File: config.mk
export PLATFORM = sky130hd
export DESIGN_NAME = regfile_mp
export DESIGN_NICKNAME = d
export VERILOG_FILES = /design/src/rtl/lc_pkg.sv /design/src/rtl/regfile_wr_arb.sv /design/src/rtl/regfile_mp.sv
export SDC_FILE = /design/constraint.sdc
export NUM_CORES = 1
export LEC_CHECK = 0
export BUFFER_PORTS_ARGS = -buffer_cell sky130_fd_sc_hd__buf_2
export CAP_MARGIN = 20
export CELL_PAD_IN_SITES_DETAIL_PLACEMENT = 0
export CELL_PAD_IN_SITES_GLOBAL_PLACEMENT = 1
export CORE_MARGIN = 2
export CORE_UTILIZATION = 42
export CTS_CLUSTER_DIAMETER = 50
export DETAILED_ROUTE_END_ITERATION = 16
export PLACE_DENSITY_LB_ADDON = 0.1
export SLEW_MARGIN = 20
export SYNTH_ARGS = -nofsm -noshare
export SYNTH_HDL_FRONTEND = slang
export SYNTH_SLANG_ARGS = --single-unit
File: constraint.sdc
create_clock -name clk -period 3.9 [get_ports clk]
set_input_delay 0.78 -clock clk [delete_from_list [all_inputs] [get_ports clk]]
set_output_delay 0.78 -clock clk [all_outputs]
set_load 0.1 [all_outputs]
File: src/rtl/lc_pkg.sv
// Shared datapath types for the CPU register file and decoder.
// Provides word_t, reg_addr_t, default sizes and the REG_ZERO address.
package lc_pkg;

    localparam int WORD_W_DEF   = 16;
    localparam int NUM_REGS_DEF = 8;
    localparam int REG_AW       = $clog2(NUM_REGS_DEF);

    typedef logic [WORD_W_DEF-1:0] word_t;
    typedef logic [REG_AW-1:0]     reg_addr_t;

    localparam reg_addr_t REG_ZERO = '0;

endpackage

File: src/rtl/regfile_wr_arb.sv
// Per-register write select: resolves which write port wins each register.
// Ports: wr_en/wr_addr/wr_data in; reg_we (per reg), reg_wdata (packed) out.
module regfile_wr_arb
    import lc_pkg::*;
#(
    parameter int WORD_W   = WORD_W_DEF,
    parameter int NUM_REGS = NUM_REGS_DEF,
    parameter int NUM_WR   = 2
) (
    input  logic [NUM_WR-1:0]          wr_en,
    input  logic [NUM_WR*$clog2(NUM_REGS)-1:0] wr_addr,
    input  logic [NUM_WR*WORD_W-1:0]   wr_data,
    output logic [NUM_REGS-1:0]        reg_we,
    output logic [NUM_REGS*WORD_W-1:0] reg_wdata
);

    localparam int AW = $clog2(NUM_REGS);

    // Ports scanned low to high so the highest active index wins.
    always_comb begin
        logic [AW-1:0] wa;
        wa        = '0;
        reg_we    = '0;
        reg_wdata = '0;
        for (int j = 0; j < NUM_WR; j++) begin
            wa = wr_addr[j*AW +: AW];
            if (wr_en[j]) begin
                reg_we[wa] = 1'b1;
                reg_wdata[wa*WORD_W +: WORD_W] = wr_data[j*WORD_W +: WORD_W];
            end
        end
        // r0 is hardwired to zero.
        reg_we[AW'(REG_ZERO)] = 1'b0;
    end

endmodule

File: src/rtl/regfile_mp.sv
// Multi-port register file with per-register busy scoreboard, r0 = 0.
// Ports: clk, rst (sync, active-low); NUM_RD read ports (rd_addr,
// rd_data, rd_busy); NUM_WR write ports (wr_en, wr_addr, wr_data);
// issue_en/issue_addr set busy, flush clears busy, any_busy = OR of busy.
// Define REGFILE_BYPASS_EN to forward same-cycle writes to read ports.
module regfile_mp
    import lc_pkg::*;
#(
    parameter int WORD_W   = WORD_W_DEF,
    parameter int NUM_REGS = NUM_REGS_DEF,
    parameter int NUM_RD   = 3,
    parameter int NUM_WR   = 2
) (
    input  logic                              clk,
    input  logic                              rst,
    input  logic [NUM_RD*$clog2(NUM_REGS)-1:0] rd_addr,
    output logic [NUM_RD*WORD_W-1:0]          rd_data,
    output logic [NUM_RD-1:0]                 rd_busy,
    input  logic [NUM_WR-1:0]                 wr_en,
    input  logic [NUM_WR*$clog2(NUM_REGS)-1:0] wr_addr,
    input  logic [NUM_WR*WORD_W-1:0]          wr_data,
    input  logic                              issue_en,
    input  logic [$clog2(NUM_REGS)-1:0]       issue_addr,
    input  logic                              flush,
    output logic                              any_busy
);

    localparam int AW = $clog2(NUM_REGS);

    logic [WORD_W-1:0]          regs [NUM_REGS];
    logic [NUM_REGS-1:0]        busy;
    logic [NUM_REGS-1:0]        busy_nxt;
    logic [NUM_REGS-1:0]        reg_we;
    logic [NUM_REGS*WORD_W-1:0] reg_wdata;

    regfile_wr_arb #(
        .WORD_W   (WORD_W),
        .NUM_REGS (NUM_REGS),
        .NUM_WR   (NUM_WR)
    ) u_arb (
        .wr_en     (wr_en),
        .wr_addr   (wr_addr),
        .wr_data   (wr_data),
        .reg_we    (reg_we),
        .reg_wdata (reg_wdata)
    );

    // Flush, then writeback clears, then issue sets (new producer wins).
    always_comb begin
        busy_nxt = busy;
        if (flush)
            busy_nxt = '0;
        busy_nxt = busy_nxt & ~reg_we;
        if (issue_en)
            busy_nxt[issue_addr] = 1'b1;
        busy_nxt[AW'(REG_ZERO)] = 1'b0;
    end

    always_ff @(posedge clk) begin
        if (!rst) begin
            for (int r = 0; r < NUM_REGS; r++)
                regs[r] <= '0;
            busy <= '0;
        end else begin
            for (int r = 0; r < NUM_REGS; r++)
                if (reg_we[r])
                    regs[r] <= reg_wdata[r*WORD_W +: WORD_W];
            busy <= busy_nxt;
        end
    end

    always_comb begin
        logic [AW-1:0]     ra;
        logic [WORD_W-1:0] rdv;
        logic              rbv;
        ra      = '0;
        rdv     = '0;
        rbv     = 1'b0;
        rd_data = '0;
        rd_busy = '0;
        for (int i = 0; i < NUM_RD; i++) begin
            ra  = rd_addr[i*AW +: AW];
            rdv = regs[ra];
            rbv = busy[ra];
`ifdef REGFILE_BYPASS_EN
            // reg_we[0] is never set, so r0 is never forwarded.
            if (reg_we[ra]) begin
                rdv = reg_wdata[ra*WORD_W +: WORD_W];
                rbv = issue_en && (issue_addr == ra);
            end
`endif
            rd_data[i*WORD_W +: WORD_W] = rdv;
            rd_busy[i] = rbv;
        end
    end

    assign any_busy = |busy;

endmodule
Word level (Yosys, flattened, before mapping):

Memory sizes are Yosys's and may differ from the RTL's.
Index checks and enable logic that the tools add are counted.

* register bits after elaboration: 8
* bits in writable memories: 128
* input port bits: 56
* memories: 1

* add/sub/neg operators: 2
* $lt $le $gt $ge: 9
* shift operators: 4
* muxes and demuxes: 48
* bitwise gates (word level): 12
* reductions and logical operators: 4

Memory list
* regs: depth 8, width 16, read ports 3, clocked after Yosys merged registers in 0, wr ports 8, line regfile_mp.sv:30 `logic [WORD_W-1:0] regs [NUM_REGS];`

Operators with widths (count)
* 128-bit two-way mux: 2
* 16-bit by 34-bit variable shift with 128-bit output (first input constant): 2
* 16-bit by 34-bit indexed part select with 128-bit output: 2
* 128-bit AND: 1
* 128-bit bitwise mux: 1
* 16-bit two-way mux: 7
* 7-bit negator with 34-bit output: 2
* 8-bit two-way mux: 4
* 1-bit two-way mux: 28
* 3-bit by 4-bit < comparator with 1-bit output (second input constant): 6
* 8-bit OR: 2
* 1-bit binary-select mux with 3-bit select: 3
* 1-bit demux with 3-bit select: 3
* 3-bit by 1-bit greater-or-equal comparator with 1-bit output (second input constant): 3
* 8-bit AND: 1
* 8-bit inverter: 1
* 8-bit OR reduction: 1
* 1-bit OR: 7
* 1-bit logical AND: 3

Logic depth before layout (Yosys ltp):

* depth after elaboration: 11
* depth in mapped cells: 9
* mapped depth without buffers: 7

Modules after synthesis:

A second synthesis with hierarchy kept.

* cell total of the unflattened synthesis: 874
* area, all modules: 10921.7 um2

Modules (own cells, without submodules)
* regfile_mp: times used 1, cells an instance 508, area an instance 8370.5 um2, sequential area each 3983.8 um2
* regfile_wr_arb: times used 1, cells an instance 366, area an instance 2551.2 um2, sequential area each 0.0 um2

Worst setup path after synthesis:

Ideal clock, no wire load.

* kind: input to output
* start point: input port rd_addr[1]
* end point: output port rd_data[15]
* data arrival time: 3.918 ns
* required time: 3.120 ns
* path slack: -0.798 ns
* cell stages on the path: 6
* buffers on the path: 3
* path through: clkbuf_1 > nor2b_1 > clkbuf_1 > clkbuf_1 > a22oi_1 > o21ai_0

* cells in the longest elaborated chain, start to end: 1

RTL lines
* start, declared: line regfile_mp.sv:16 `input logic [NUM_RD*$clog2(NUM_REGS)-1:0] rd_addr,`
* memory read 8 x 16 bit
* end, declared: line regfile_mp.sv:17 `output logic [NUM_RD*WORD_W-1:0] rd_data,`

Every way passes these cells.

Worst setup path after layout:

* start point: input port rd_addr[4]
* end point: output port rd_data[27]

Same word-level chain as after synthesis.

==> run_summary.xml <==
<?xml version="1.0" encoding="UTF-8"?>
<metrics>
  <group name="sta">
    <metric name="period_minus_slack" unit="ns">3.283</metric>
    <metric name="timing.final.max_slew_violations" unit="">0</metric>
    <metric name="finalClockSkew" unit="ns">0</metric>
    <metric name="fin_crit_sh" unit="">0.8418</metric>
    <metric name="max_slew_margin" unit="">0.3817</metric>
    <metric name="worst_pin_slew" unit="ns">0.9251</metric>
    <metric name="final_hold_viol_count" unit="">0</metric>
    <metric name="finalSetupViolCount" unit="">0</metric>
    <metric name="grt_setup_unrepaired" unit="">false</metric>
    <metric name="finalSetupTns" unit="ns">0</metric>
    <metric name="max_freq" unit="MHz">304.6</metric>
    <metric name="timing.final.ws_setup" unit="ns">0.6169</metric>
  </group>
  <group name="place">
    <metric name="dpl.hpwl" unit="um">23990</metric>
    <metric name="finalWeightedCongestion" unit="">0.9052</metric>
    <metric name="port-buffer-count" unit="">107</metric>
    <metric name="dp_slack" unit="ns">0.6195</metric>
    <metric name="dp.cells" unit="">1196</metric>
  </group>
  <group name="clock_tree">
    <metric name="worstSkewPairLatency" unit="ns">0.42</metric>
    <metric name="cts.path.max_buffers" unit="">2</metric>
    <metric name="post_cts_hold_buffers" unit="">0</metric>
    <metric name="cts.reportedPaths.clkPinSlew" unit="ns">0.06</metric>
    <metric name="clock_tree.root_cell" unit="">sky130_fd_sc_hd__clkbuf_16</metric>
    <metric name="cts_resized" unit="">0</metric>
    <metric name="tritoncts_num_sinks" unit="">119</metric>
    <metric name="cts_max_level" unit="">4</metric>
    <metric name="numCtsBuffers" unit="">17</metric>
    <metric name="postCtsSetupRepairBufs" unit="">0</metric>
    <metric name="cts_tree" unit="">yes</metric>
  </group>
  <group name="synth">
    <metric name="seq_area_frac_synth" unit="">0.4017</metric>
    <metric name="ys_ff_latch" unit="">119</metric>
    <metric name="net_count_of_the_mapped_netlist" unit="">927</metric>
    <metric name="synth_cells" unit="">864</metric>
    <metric name="fraction_of_synthesized_cell_area_in_xor_and_xnor_cells" unit="">0</metric>
    <metric name="syn_area" unit="um^2">8722</metric>
    <metric name="synth_top_flop_cell" unit="">sky130_fd_sc_hd__edfxtp_1</metric>
    <metric name="ys_async_sr_fraction" unit="">0</metric>
    <metric name="yosys-mux-area-fraction" unit="">0.1975</metric>
    <metric name="synth_simple_gate_area_frac" unit="">0.1572</metric>
    <metric name="synth_edf_count" unit="">112</metric>
    <metric name="synth_top_family_by_area" unit="">multiplexers</metric>
    <metric name="synth_compound_area_frac" unit="">0.1749</metric>
    <metric name="post_synth_fa_ha_maj_area_fraction" unit="">0.01004</metric>
    <metric name="yosys_warnings" unit="">0</metric>
    <metric name="mean_instance_size_in_the_synthesized_netlist" unit="um^2">10.10</metric>
    <metric name="yosysUniqueCellTypes" unit="">46</metric>
  </group>
  <group name="route">
    <metric name="routed_via_density" unit="">6.569</metric>
    <metric name="drc" unit="">0</metric>
    <metric name="wirelength" unit="um">33240</metric>
    <metric name="ant_nets" unit="">0</metric>
    <metric name="vias" unit="">8067</metric>
    <metric name="length_of_the_first_detailed_routing_pass_in_iterations" unit="">6</metric>
    <metric name="wire_per_inst" unit="um">27.07</metric>
    <metric name="first_iter_violations" unit="">1198</metric>
  </group>
  <group name="min_path">
    <metric name="timing.hold.worst.start" unit="">busy[5]</metric>
    <metric name="holdCritPathClass" unit="">flop to flop</metric>
  </group>
  <group name="critical_path">
    <metric name="critical_path.endpoint_type" unit="">output pin</metric>
    <metric name="worstReg2RegStart" unit="">busy[7]</metric>
    <metric name="crit_required" unit="ns">3.12</metric>
    <metric name="startpoint" unit="">rd_addr[4]</metric>
    <metric name="cp-start-kind" unit="">input port</metric>
    <metric name="timing_worst_setup_path_type" unit="">input port to output pin</metric>
    <metric name="worst_ep_arrival_time" unit="ns">2.50</metric>
    <metric name="cp_max_fo" unit="">14</metric>
  </group>
  <group name="global_route">
    <metric name="grt_max_degree" unit="">35</metric>
    <metric name="groute.usage.overall" unit="">0.3021</metric>
    <metric name="grt_antenna_before_repair" unit="">1</metric>
    <metric name="vias_in_the_first_global_route" unit="">7694</metric>
    <metric name="grt_first_pass_wirelength" unit="um">48960</metric>
    <metric name="grt_overflow_total" unit="">0</metric>
  </group>
  <group name="die">
    <metric name="initial_core_util" unit="">0.4297</metric>
    <metric name="num_rows" unit="">52</metric>
    <metric name="top_level_ports" unit="">108</metric>
    <metric name="design.die.area" unit="um^2">21940</metric>
    <metric name="die_width" unit="um">148.1</metric>
    <metric name="core_area" unit="um^2">20300</metric>
    <metric name="die_y" unit="um">148.1</metric>
  </group>
  <group name="cells_and_area">
    <metric name="fill_cells" unit="">1802</metric>
    <metric name="final_nets" unit="">1008</metric>
    <metric name="multi_input_comb_area" unit="um^2">4832</metric>
    <metric name="final_core_util" unit="">0.5434</metric>
    <metric name="final_layout_size_suffix_gt1_frac" unit="">0.3215</metric>
    <metric name="final-instance-count-excl-fill" unit="">1228</metric>
    <metric name="synthToLayoutAreaGrowth" unit="%">26.47</metric>
    <metric name="antenna-diode-count" unit="">0</metric>
    <metric name="area.sequential" unit="um^2">3503</metric>
  </group>
  <group name="outcome">
    <metric name="outcome" unit="">completed</metric>
  </group>
  <group name="run">
    <metric name="max_cap_viol_count" unit="">0</metric>
  </group>
  <group name="power_and_ir_drop">
    <metric name="max-vdd-ir-drop" unit="uV">303.7</metric>
    <metric name="leakage" unit="uW">0.003746</metric>
    <metric name="total_power" unit="uW">4663</metric>
    <metric name="power-per-cell-area" unit="nW/um^2">422.7</metric>
  </group>
</metrics>
cell families (layout without fill, tap and decap cells):
logic type | after synthesis | in the layout
simple gates | 278 | 278
compound gates | 231 | 231
buf+inv | 127 | 221
flops | 119 | 119
mux | 102 | 102
fa+ha+maj | 7 | 7
worst max-delay path, cell delays in order:
cell                       delay, ns
sky130_fd_sc_hd__buf_2          0.35
sky130_fd_sc_hd__buf_4          0.32
sky130_fd_sc_hd__mux2_2         0.36
sky130_fd_sc_hd__a221oi_1       0.38
sky130_fd_sc_hd__a21oi_2        0.09
sky130_fd_sc_hd__buf_12         0.21
cells in the mapped netlist, drive strengths merged, types with 2 or more instances:
cell type	number	area (um^2)
nand2	121	454.2
edfxtp	112	3363
a21oi	95	475.5
nand3	55	275.3
mux2	51	574.3
mux4	51	1149
inv	49	183.9
clkbuf	48	180.2
o22ai	37	231.5
a221oi	31	271.5
buf	30	147.6
nand2b	23	143.9
nand4	23	143.9
nor2b	22	137.6
o21ai	21	105.1
a22oi	20	150.1
o32ai	20	212.7
nor2	11	41.29
dfxtp	7	140.1
ha	7	87.58
nor3	5	30.03
nand3b	3	22.52
or2	3	18.78
and2	2	12.52
nand4b	2	17.52
nor4b	2	30.03
o221ai	2	17.52
or3	2	12.51
routing by layer:
layer  vias to the layer above  routed length (um)  track usage
met2                       555               14300       0.4271
li1                       3511                   -            -
met1                      3973               13930       0.4405
met3                        28                4708       0.1236
met5                         -                   0            0
met4                         0                 301      0.05667
cell usage in the layout, fill, tap and decap left out, drive strengths merged, types with 4 or more instances in the layout:
cell type	synthesis	final
a21oi	95	95
a221oi	31	31
a22oi	20	20
buf	30	140
bufinv	0	4
clkbuf	48	18
clkinv	0	7
dfxtp	7	7
edfxtp	112	112
ha	7	7
inv	49	49
mux2	51	51
mux4	51	51
nand2	121	121
nand2b	23	23
nand3	55	55
nand4	23	23
nor2	11	11
nor2b	22	22
nor3	5	5
o21ai	21	21
o22ai	37	37
o32ai	20	20
flip-flops by register name, summed over array words and instances (netlist names):
| name | cells |
|---|---|
| regs | 112 |
| busy | 7 |
power breakdown:
group	internal (uW)	switching [uW]
Clock	1060	577
Combinational	505	921
Sequential	1500	103
worst paths after layout:
kind	cells after the start	to	slack [ns]
setup / recovery	6	rd_data[27]	0.62
hold reg to reg	2	busy[5]	0.56
setup reg to reg	2	busy[7]	3.04
hold / removal	2	busy[5]	0.56
through the flow:
stage | area [um^2] | hold WS (ns)
after global routing | 11030 | 0.5838
final | 11030 | 0.5576
after CTS | 11030 | 0.5492
after global placement | 10400 | 0.5128
after floorplan | 8812 | 0.4767
after detailed placement | 10420 | 0.5365
cell type report:
class / instances / area share
clock buffer: 18 / 0.03891
clock inverter: 14 / 0.01656
inverter: 49 / 0.01667
multi-input combinational: 618 / 0.4381
sequential: 119 / 0.3176
tap: 270 / 0.03063
timing repair buffer: 140 / 0.1416
Note: power is estimated with default switching activity, not from simulation.
